===== src/rtl/serial_sub_pkg.sv =====
// ============================================================================
// Module : serial_sub_pkg
// Brief  : Shared constants and state encoding for the bit-serial subtractor.
// Rev    : 1.0 - initial release
// ============================================================================
`default_nettype none

package serial_sub_pkg;

    // Default operand/result width.
    localparam int c_DEFAULT_WIDTH = 8;

    // 2-bit sequencer state encoding.
    localparam logic [1:0] ST_IDLE  = 2'd0;
    localparam logic [1:0] ST_SHIFT = 2'd1;
    localparam logic [1:0] ST_DONE  = 2'd2;

    typedef enum logic [1:0] {
        S_IDLE  = ST_IDLE,
        S_SHIFT = ST_SHIFT,
        S_DONE  = ST_DONE
    } state_t;

endpackage : serial_sub_pkg

`default_nettype wire


===== src/rtl/serial_subtractor_full_sub.sv =====
// ============================================================================
// Module : half_subtractor / full_subtractor
// Brief  : Combinational one-bit subtract cells. full_subtractor is built from
//          two half_subtractor stages and an OR gate merging their borrows.
// Ports  : half_subtractor: a, b -> d = a ^ b, bout = ~a & b
//          full_subtractor: a, b, bin -> d = a ^ b ^ bin, bout
// Rev    : 1.0 - initial release
// ============================================================================
`default_nettype none

module half_subtractor (
    input  logic a,
    input  logic b,
    output logic d,
    output logic bout
);
    assign d    = a ^ b;
    assign bout = ~a & b;
endmodule : half_subtractor

module full_subtractor (
    input  logic a,
    input  logic b,
    input  logic bin,
    output logic d,
    output logic bout
);
    logic w_d1;
    logic w_b1;
    logic w_b2;

    // First stage: a - b.
    half_subtractor u_hs0 (
        .a    (a),
        .b    (b),
        .d    (w_d1),
        .bout (w_b1)
    );

    // Second stage: (a - b) - bin. Its borrow is ~(a ^ b) & bin.
    half_subtractor u_hs1 (
        .a    (w_d1),
        .b    (bin),
        .d    (d),
        .bout (w_b2)
    );

    // The two stage borrows are mutually exclusive, so OR merges them.
    assign bout = w_b1 | w_b2;
endmodule : full_subtractor

`default_nettype wire


===== src/rtl/serial_subtractor.sv =====
// ============================================================================
// Module : serial_subtractor
// Brief  : Bit-serial subtractor, diff = a - b mod 2^WIDTH, LSB first, one bit
//          per clock through a single full-subtractor cell.
// Ports  : clk        - rising-edge clock
//          rst_n      - asynchronous active-low reset
//          start      - request, accepted only in IDLE or DONE
//          a, b       - minuend / subtrahend, captured on accepted start
//          diff       - result, valid with done, held until the next shift
//          borrow_out - unsigned borrow (a < b), same validity as diff
//          ovf        - signed overflow (only when SERIAL_SUB_OVF_EN defined)
//          busy       - high while shifting
//          done       - one-cycle pulse when the result becomes valid
// Config : `define SERIAL_SUB_OVF_EN adds the ovf output.
// Rev    : 1.0 - initial release
// ============================================================================
`default_nettype none

module serial_subtractor
    import serial_sub_pkg::*;
#(
    parameter  int WIDTH = c_DEFAULT_WIDTH,
    localparam int CNT_W = $clog2(WIDTH + 1)
) (
    input  logic             clk,
    input  logic             rst_n,
    input  logic             start,
    input  logic [WIDTH-1:0] a,
    input  logic [WIDTH-1:0] b,
    output logic [WIDTH-1:0] diff,
    output logic             borrow_out,
`ifdef SERIAL_SUB_OVF_EN
    output logic             ovf,
`endif
    output logic             busy,
    output logic             done
);

    localparam logic [CNT_W-1:0] c_LAST_CNT = CNT_W'(WIDTH - 1);

    state_t           r_state;
    logic [CNT_W-1:0] r_cnt;
    logic [WIDTH-1:0] r_a_sr;
    logic [WIDTH-1:0] r_b_sr;
    logic [WIDTH-1:0] r_res;
    logic             r_borrow;
    logic             r_borrow_out;
`ifdef SERIAL_SUB_OVF_EN
    logic             r_a_msb;
    logic             r_b_msb;
    logic             r_ovf;
`endif

    logic w_d;
    logic w_bout;
    logic w_load;

    full_subtractor u_fs (
        .a    (r_a_sr[0]),
        .b    (r_b_sr[0]),
        .bin  (r_borrow),
        .d    (w_d),
        .bout (w_bout)
    );

    // Requests are honoured only when no operation is in flight.
    assign w_load = start && ((r_state == S_IDLE) || (r_state == S_DONE));

    always_ff @(posedge clk or negedge rst_n) begin
        if (!rst_n) begin
            r_state      <= S_IDLE;
            r_cnt        <= '0;
            r_a_sr       <= '0;
            r_b_sr       <= '0;
            r_res        <= '0;
            r_borrow     <= 1'b0;
            r_borrow_out <= 1'b0;
`ifdef SERIAL_SUB_OVF_EN
            r_a_msb      <= 1'b0;
            r_b_msb      <= 1'b0;
            r_ovf        <= 1'b0;
`endif
        end else if (w_load) begin
            // Result registers are left alone so the previous answer stays
            // visible until the first shift of the new operation.
            r_state  <= S_SHIFT;
            r_cnt    <= '0;
            r_a_sr   <= a;
            r_b_sr   <= b;
            r_borrow <= 1'b0;
`ifdef SERIAL_SUB_OVF_EN
            r_a_msb  <= a[WIDTH-1];
            r_b_msb  <= b[WIDTH-1];
`endif
        end else begin
            case (r_state)
                S_SHIFT: begin
                    r_a_sr   <= {1'b0, r_a_sr[WIDTH-1:1]};
                    r_b_sr   <= {1'b0, r_b_sr[WIDTH-1:1]};
                    r_res    <= {w_d, r_res[WIDTH-1:1]};
                    r_borrow <= w_bout;
                    r_cnt    <= r_cnt + CNT_W'(1);
                    if (r_cnt == c_LAST_CNT) begin
                        r_state      <= S_DONE;
                        r_borrow_out <= w_bout;
`ifdef SERIAL_SUB_OVF_EN
                        // w_d is the result MSB on the final shift.
                        r_ovf <= (r_a_msb ^ r_b_msb) & (r_a_msb ^ w_d);
`endif
                    end
                end
                S_DONE:  r_state <= S_IDLE;
                default: r_state <= S_IDLE;
            endcase
        end
    end

    assign diff       = r_res;
    assign borrow_out = r_borrow_out;
    assign busy       = (r_state == S_SHIFT);
    assign done       = (r_state == S_DONE);
`ifdef SERIAL_SUB_OVF_EN
    assign ovf        = r_ovf;
`endif

endmodule : serial_subtractor

`default_nettype wire


===== config.mk =====
export PLATFORM = sky130hd
export DESIGN_NAME = serial_subtractor
export DESIGN_NICKNAME = d
export VERILOG_FILES = /design/src/rtl/serial_sub_pkg.sv /design/src/rtl/serial_subtractor_full_sub.sv /design/src/rtl/serial_subtractor.sv
export SDC_FILE = /design/constraint.sdc
export NUM_CORES = 1
export LEC_CHECK = 0
export CAP_MARGIN = 10
export CORE_UTILIZATION = 61
export DETAILED_ROUTE_END_ITERATION = 10
export DONT_BUFFER_PORTS = 1
export PLACE_DENSITY = 0.84
export SLEW_MARGIN = 20
export SYNTH_ARGS = -nofsm -noshare
export SYNTH_HDL_FRONTEND = slang
export SYNTH_SLANG_ARGS = --single-unit

===== constraint.sdc =====
create_clock -name clk -period 1.45 [get_ports clk]
set_input_delay 0.29 -clock clk [delete_from_list [all_inputs] [get_ports clk]]
set_output_delay 0.29 -clock clk [all_outputs]
set_load 0.01 [all_outputs]

==> flow_summary.rst, run 1 <==
.. list-table::
   :header-rows: 1

   * - Metric
     - Value
   * - Final #Nets
     - 180
   * - Leading cell type by number of instances after synthesis
     - nand2_1
   * - Num CTS Buffers
     - 5
   * - Leakage
     - 0.754 nW
   * - Number of top-level pins
     - 30
   * - Number of distinct library cell variants in the gate-level netlist after synthesis
     - 22
   * - Final Slew Violations
     - 0
   * - 1st-pass router iterations
     - 4
   * - Type of element capturing the critical path
     - output port
   * - Met2 wire length
     - 1.22 mm
   * - Worst Path Arrival
     - 1.02 ns
   * - Worst-path clk slew
     - 0.09 ns
   * - Setup violation total in the final timing report
     - 0
   * - Number of global-route vias before repair
     - 1047
   * - Placer's final routability congestion estimate
     - 0.758
   * - Final min period
     - 1.31 ns
   * - TritonCTS clock tree
     - yes
   * - Peak supply drop
     - 1.51 mV
   * - Initial Utilization
     - 64.4%
   * - YS warnings
     - 0
   * - Clock sinks
     - 32
   * - WP data required
     - 1.16 ns
   * - Final wirelength
     - 2.64 mm
   * - Worst-Margin Slew
     - 0.266 ns
   * - Unrepaired setup endpoints after global routing
     - no
   * - Post-route setup TNS
     - 0 ns
   * - Post-synth EDFFs
     - 0
   * - Port-buffer cells
     - 0
   * - Residual DRC
     - 0
   * - Area overhead of the layout relative to synthesis
     - 9.48%
   * - Overall overflow remaining after global route
     - 0
   * - Largest net degree at the start of global routing
     - 34
   * - Met1 Wirelength
     - 1.18 mm
   * - Slowest stage cell, crit path
     - dfrtp_1
   * - Overall Global Routing Usage
     - 24.8%
   * - Number of antenna violations at the first check in global routing
     - 0
   * - Number of rows created at floorplan
     - 17
   * - Max Cap Violations
     - 0
   * - Yosys top cell area share
     - 56.2%
   * - Routed len/inst
     - 14.1 um
   * - Async S/R FF share, synth
     - 100%
   * - Share of the yosys chip area belonging to registers
     - 56.2%
   * - Setup clock skew after layout
     - 0.00808 ns
   * - Clock insertion delay at the later pin of the skew report
     - 0.32 ns
   * - CTS Root Cell
     - clkbuf_4
   * - Post-synthesis instance area
     - 1430 um2
   * - Critical path's top delay family
     - flip-flops
   * - Fraction of layout instances using a drive strength above 1
     - 11.3%
   * - Inserted Diodes
     - 0
   * - Maximum fanout count along the critical path
     - 9
   * - Global-route wire length before repair
     - 4.51 mm
   * - Via-to-Cell Ratio
     - 5.52
   * - Post-route worst hold slack
     - 0.0834 ns
   * - Endpoints failing hold
     - 0
   * - Library cell occupying the most area in the post-synthesis netlist
     - dfrtp_1
   * - Cell count after synthesis
     - 154
   * - Post-synthesis area per instance
     - 9.25 um2
   * - Total instance count after detailed placement
     - 178
   * - Clk buf depth
     - 2
   * - Die Width
     - 50.3 um
   * - Fin util
     - 70.5%
   * - Outcome
     - completed
   * - Fin crit share
     - 90.1%
   * - H-tree levels
     - 2
   * - Relative max-transition margin
     - 82.2%
   * - Die height
     - 50.3 um
   * - Worst Path Buf+Inv
     - 1
   * - CP Cell Sequence
     - nand2b_4, inv_6
   * - Overall via count from detail_route
     - 1032
   * - Prevailing post-synth register cell
     - dfrtp_1
   * - Classification of the worst-slack hold path
     - input port to flip-flop
   * - Peak per-stage delay on the critical path
     - 0.39 ns
   * - Worst setup SP type
     - flip-flop
   * - Biggest area contributors in the synthesized netlist
     - dfrtp_1 (56%), nand2_1 (16%), a31oi_1 (5.3%), nor2_1 (3.2%), buf_4 (2.6%)
   * - Post-synth top cells
     - nand2_1 (60), dfrtp_1 (32), a31oi_1 (12), nor2_1 (12)
   * - Routed length on met3
     - 195 um
   * - Detailed placement HPWL
     - 1.85 mm
   * - Final cell count without fillers
     - 187
   * - Area enclosed by the die boundary
     - 2530 um2
   * - Core Box Area
     - 2210 um2
   * - Top routing layer used
     - met4
   * - Antenna-violating nets left
     - 0
   * - Initial DRC Count
     - 12
   * - Synthesized Nets
     - 175
   * - #FFs+latches synth
     - 32
   * - Fmax achieved
     - 765 MHz
   * - Power per Cell Area
     - 2300 nW/um2
   * - Type of the worst setup path
     - flip-flop to output port
sequential cells by signal, indices dropped and copies added, names as in the netlist:
register	cells
diff	8
r_state	2
r_b_sr	8
borrow_out	1
r_cnt	4
r_a_sr	8
r_borrow	1
kinds of logic after synthesis:
| kind of cell | synth area share, % |
|---|---|
| compound gates | 8.08 |
| buf+inv | 6.32 |
| mux | 2.90 |
| fa+ha+maj | 2.28 |
| simple gates | 24.2 |
| flops | 56.2 |
layer usage:
metal | global-route usage [%] | up-vias
met1 | 29.2 | 487
met4 | 12.0 | 0
met5 | 0 | -
met2 | 39.6 | 29
met3 | 9.39 | 7
li1 | - | 509
per-stage QoR:
stage / total power (W) / instance area, um2 / worst slack [ns]
5_1_grt: 0.00390 / 1560 / 0.0753
3_5_place_dp: 0.00301 / 1460 / 0.121
2_1_floorplan: 0.00268 / 1430 / 0.293
6_report: 0.00359 / 1560 / 0.143
3_3_place_gp: 0.00289 / 1460 / 0.202
4_1_cts: 0.00361 / 1550 / 0.0307
worst paths after layout:
kind                       cells past startpoint          to  slack, ns       start
min in group asynchronous                      2  r_state[0]       0.40       rst_n
setup / recovery                               2        busy       0.14  r_state[1]
setup reg to reg                               4    r_cnt[2]       0.16  r_state[0]
hold / removal                                 2   r_a_sr[7]       0.08        a[7]
max in group asynchronous                      2     diff[3]       0.88       rst_n
hold reg to reg                                2    r_borrow       0.51    r_borrow
area by class of cell:
type / instances / area (um2)
inverter: 4 / 20.0
sequential: 32 / 801
timing repair buffer: 8 / 100
clock buffer: 7 / 65.1
tap: 28 / 35.0
fill: 188 / 652
multi-input combinational: 108 / 539
timing repair:
item                                    in CTS  in global routing
endpoints found under the setup margin       1                  1
hold buffers                                 2                  0
gates resized for setup                      1                  2
buffers inserted                             0                  0
hold endpoints to repair                    32                  0
worst register-to-register path, cell delays in order (launching register included):
cell and delay [ns]:
dfrtp_1 0.43, nand2b_4 0.15, buf_4 0.17, mux2_2 0.33, mux2i_1 0.14
report_power, final:
| group | switching, W | leakage, nW | internal, W |
|---|---|---|---|
| clock | 0.000283 | 0.0374 | 0.000275 |
| sequential | 0.000345 | 0.397 | 0.00130 |
| combinational | 0.000800 | 0.319 | 0.000588 |
| total | 0.00143 | 0.754 | 0.00217 |
placed cells by master, fill, tap and decap left out:
cell / count
a21oi_1: 2
a22oi_1: 2
a31oi_1: 12
buf_12: 3
buf_4: 4
clkbuf_4: 5
clkbuf_8: 2
dfrtp_1: 32
dlygate4sd3_1: 1
fa_1: 1
ha_1: 1
inv_1: 3
inv_6: 1
mux2_2: 1
mux2i_1: 3
nand2_1: 60
nand2b_1: 1
nand2b_4: 1
nand3_1: 5
nand4_1: 1
nor2_1: 12
nor2b_1: 2
nor3_4: 1
o21ai_0: 3
(Power assumes the default switching activity.)
==> run 2, diff against run 1 <==
Settings changed: CORE_UTILIZATION 61 to 30, GPL_TIMING_DRIVEN from default to 0, PLACE_DENSITY 0.84 to 0.51.
==> flow_summary.rst, run 2 (same netlist as run 1, synthesis figures left out) <==
.. list-table::
   :header-rows: 1

   * - Metric
     - Value
   * - Number of global-route vias before repair
     - 1120
   * - TritonCTS clock tree
     - yes
   * - Total power consumption of the routed design
     - 0.00385 W
   * - Inserted Diodes
     - 0
   * - Worst Hold Launch
     - b[7]
   * - Setup clock skew after layout
     - 0.00624 ns
   * - Maximum fanout count along the critical path
     - 5
   * - Type of element capturing the critical path
     - output port
   * - Relative max-transition margin
     - 76.7%
   * - Final min period
     - 1.37 ns
   * - Via-to-Cell Ratio
     - 5.02
   * - Total instance count after detailed placement
     - 206
   * - Die height
     - 70.9 um
   * - Overall via count from detail_route
     - 1090
   * - Die Width
     - 70.9 um
   * - Critical path startpoint
     - r_state[0]
   * - Clock insertion delay at the later pin of the skew report
     - 0.28 ns
   * - Clk buf depth
     - 2
   * - Port-buffer cells
     - 0
   * - Number of antenna violations at the first check in global routing
     - 0
   * - Overall Global Routing Usage
     - 13.6%
   * - Final cell count without fillers
     - 217
   * - Commonest non-fill, non-tap cell in the layout
     - nand2_1
   * - Fin crit share
     - 94.6%
   * - Worst setup SP type
     - flip-flop
   * - Launching point of the worst reg2reg path
     - r_state[0]
   * - Max Cap Violations
     - 0
   * - Violated checks
     - DRC
   * - Routed len/inst
     - 14.1 um
   * - 1st-pass router iterations
     - 9
   * - Peak supply drop
     - 0.814 mV
   * - Endpoints failing hold
     - 0
   * - Largest net degree at the start of global routing
     - 33
   * - Detailed placement HPWL
     - 2.08 mm
   * - Post-route setup TNS
     - 0 ns
   * - Initial DRC Count
     - 63
   * - Overall overflow remaining after global route
     - 0
   * - H-tree levels
     - 2
   * - Unrepaired setup endpoints after global routing
     - no
   * - Placer's final routability congestion estimate
     - 0.731
   * - Type of the worst setup path
     - flip-flop to output port
   * - Classification of the worst-slack hold path
     - input port to flip-flop
   * - Setup violation total in the final timing report
     - 0
   * - Worst-path clk slew
     - 0.07 ns
   * - Initial Utilization
     - 31.9%
   * - Fmax achieved
     - 729 MHz
   * - Clock sinks
     - 32
   * - Residual DRC
     - 6
   * - Antenna-violating nets left
     - 0
   * - Global-route wire length before repair
     - 5.18 mm
   * - Num CTS Buffers
     - 5
   * - Worst Path Arrival
     - 1.08 ns
   * - Number of top-level pins
     - 30
   * - Most frequent cells in the layout
     - nand2_1 (60), dfrtp_1 (32), nor2_1 (12), a31oi_1 (12)
   * - Final Slew Violations
     - 0
   * - Final #Nets
     - 186
   * - Area overhead of the layout relative to synthesis
     - 16.1%
   * - Leakage
     - 0.791 nW
   * - CTS Root Cell
     - clkbuf_8
   * - Final wirelength
     - 3.06 mm
   * - Power per Cell Area
     - 2330 nW/um2
   * - Core Box Area
     - 4470 um2
   * - WP data required
     - 1.16 ns
   * - Number of rows created at floorplan
     - 24
   * - Worst-Margin Slew
     - 0.349 ns
   * - Fraction of layout instances using a drive strength above 1
     - 13.9%
   * - Outcome
     - complete, but fails checks
   * - Area enclosed by the die boundary
     - 5030 um2
[run 2: report_power, final]
group	switching [W]	internal, W	total (W)
clock network	0.000309	0.000326	0.000635
logic	0.000837	0.000737	0.00157
registers	0.000338	0.00131	0.00164
total	0.00148	0.00237	0.00385
[run 2: worst paths after layout]
check	to	slack [ns]	depth (start not counted)
setup / recovery	busy	0.08	4
hold / removal	r_b_sr[7]	0.14	2
setup reg to reg	diff[1]	0.13	7
hold reg to reg	r_cnt[2]	0.51	1
max in group asynchronous	diff[1]	0.81	2
min in group asynchronous	r_a_sr[1]	0.47	2
[run 2: repair_timing]
item                                    CTS  global route
endpoints found under the setup margin    1             1
hold buffers                              2             0
setup buffers                             1             0
hold endpoints to repair                 32             0
gates cloned                              1             0
resized for setup                         3             1
[run 2: per-layer routing]
layer  vias to the layer above  part of all wire, %  global-route usage (%)
met5                         -                    0                       0
met4                         0                  1.2                    4.89
met3                         4                  7.3                    6.13
met2                        36                   47                    21.0
met1                       530                   45                    16.8
li1                        520                    -                       -
[run 2: per-stage QoR]
| step | utilization [%] | instance area [um2] | hold slack, ns | setup WS (ns) |
|---|---|---|---|---|
| finish | 37.0 | 1650 | 0.141 | 0.0788 |
| floorplan | - | 1430 | -0.00559 | 0.293 |
| CTS | 36.9 | 1650 | 0.135 | 0.0217 |
| global placement | 33.3 | 1490 | -0.00464 | 0.216 |
| detailed placement | 33.3 | 1490 | -0.00459 | 0.210 |
| global route | 37.0 | 1650 | 0.147 | 0.0334 |
[run 2: layout make-up]
type | count | area [um2]
clock buffers | 6 | 72.6
inverters | 4 | 15.0
multi-input cells | 108 | 539
plain buffers | 10 | 86.3
well taps | 52 | 65.1
repair buffers | 4 | 70.1
flip-flops and latches | 32 | 801
clock inverters | 1 | 5.00
fillers | 460 | 2820
[run 2: worst max-delay path, stage by stage, from the launching register on]
cell and delay, ns:
dfrtp_1 0.42, nand2b_4 0.10, inv_2 0.05, buf_8 0.11
buf_8 0.12
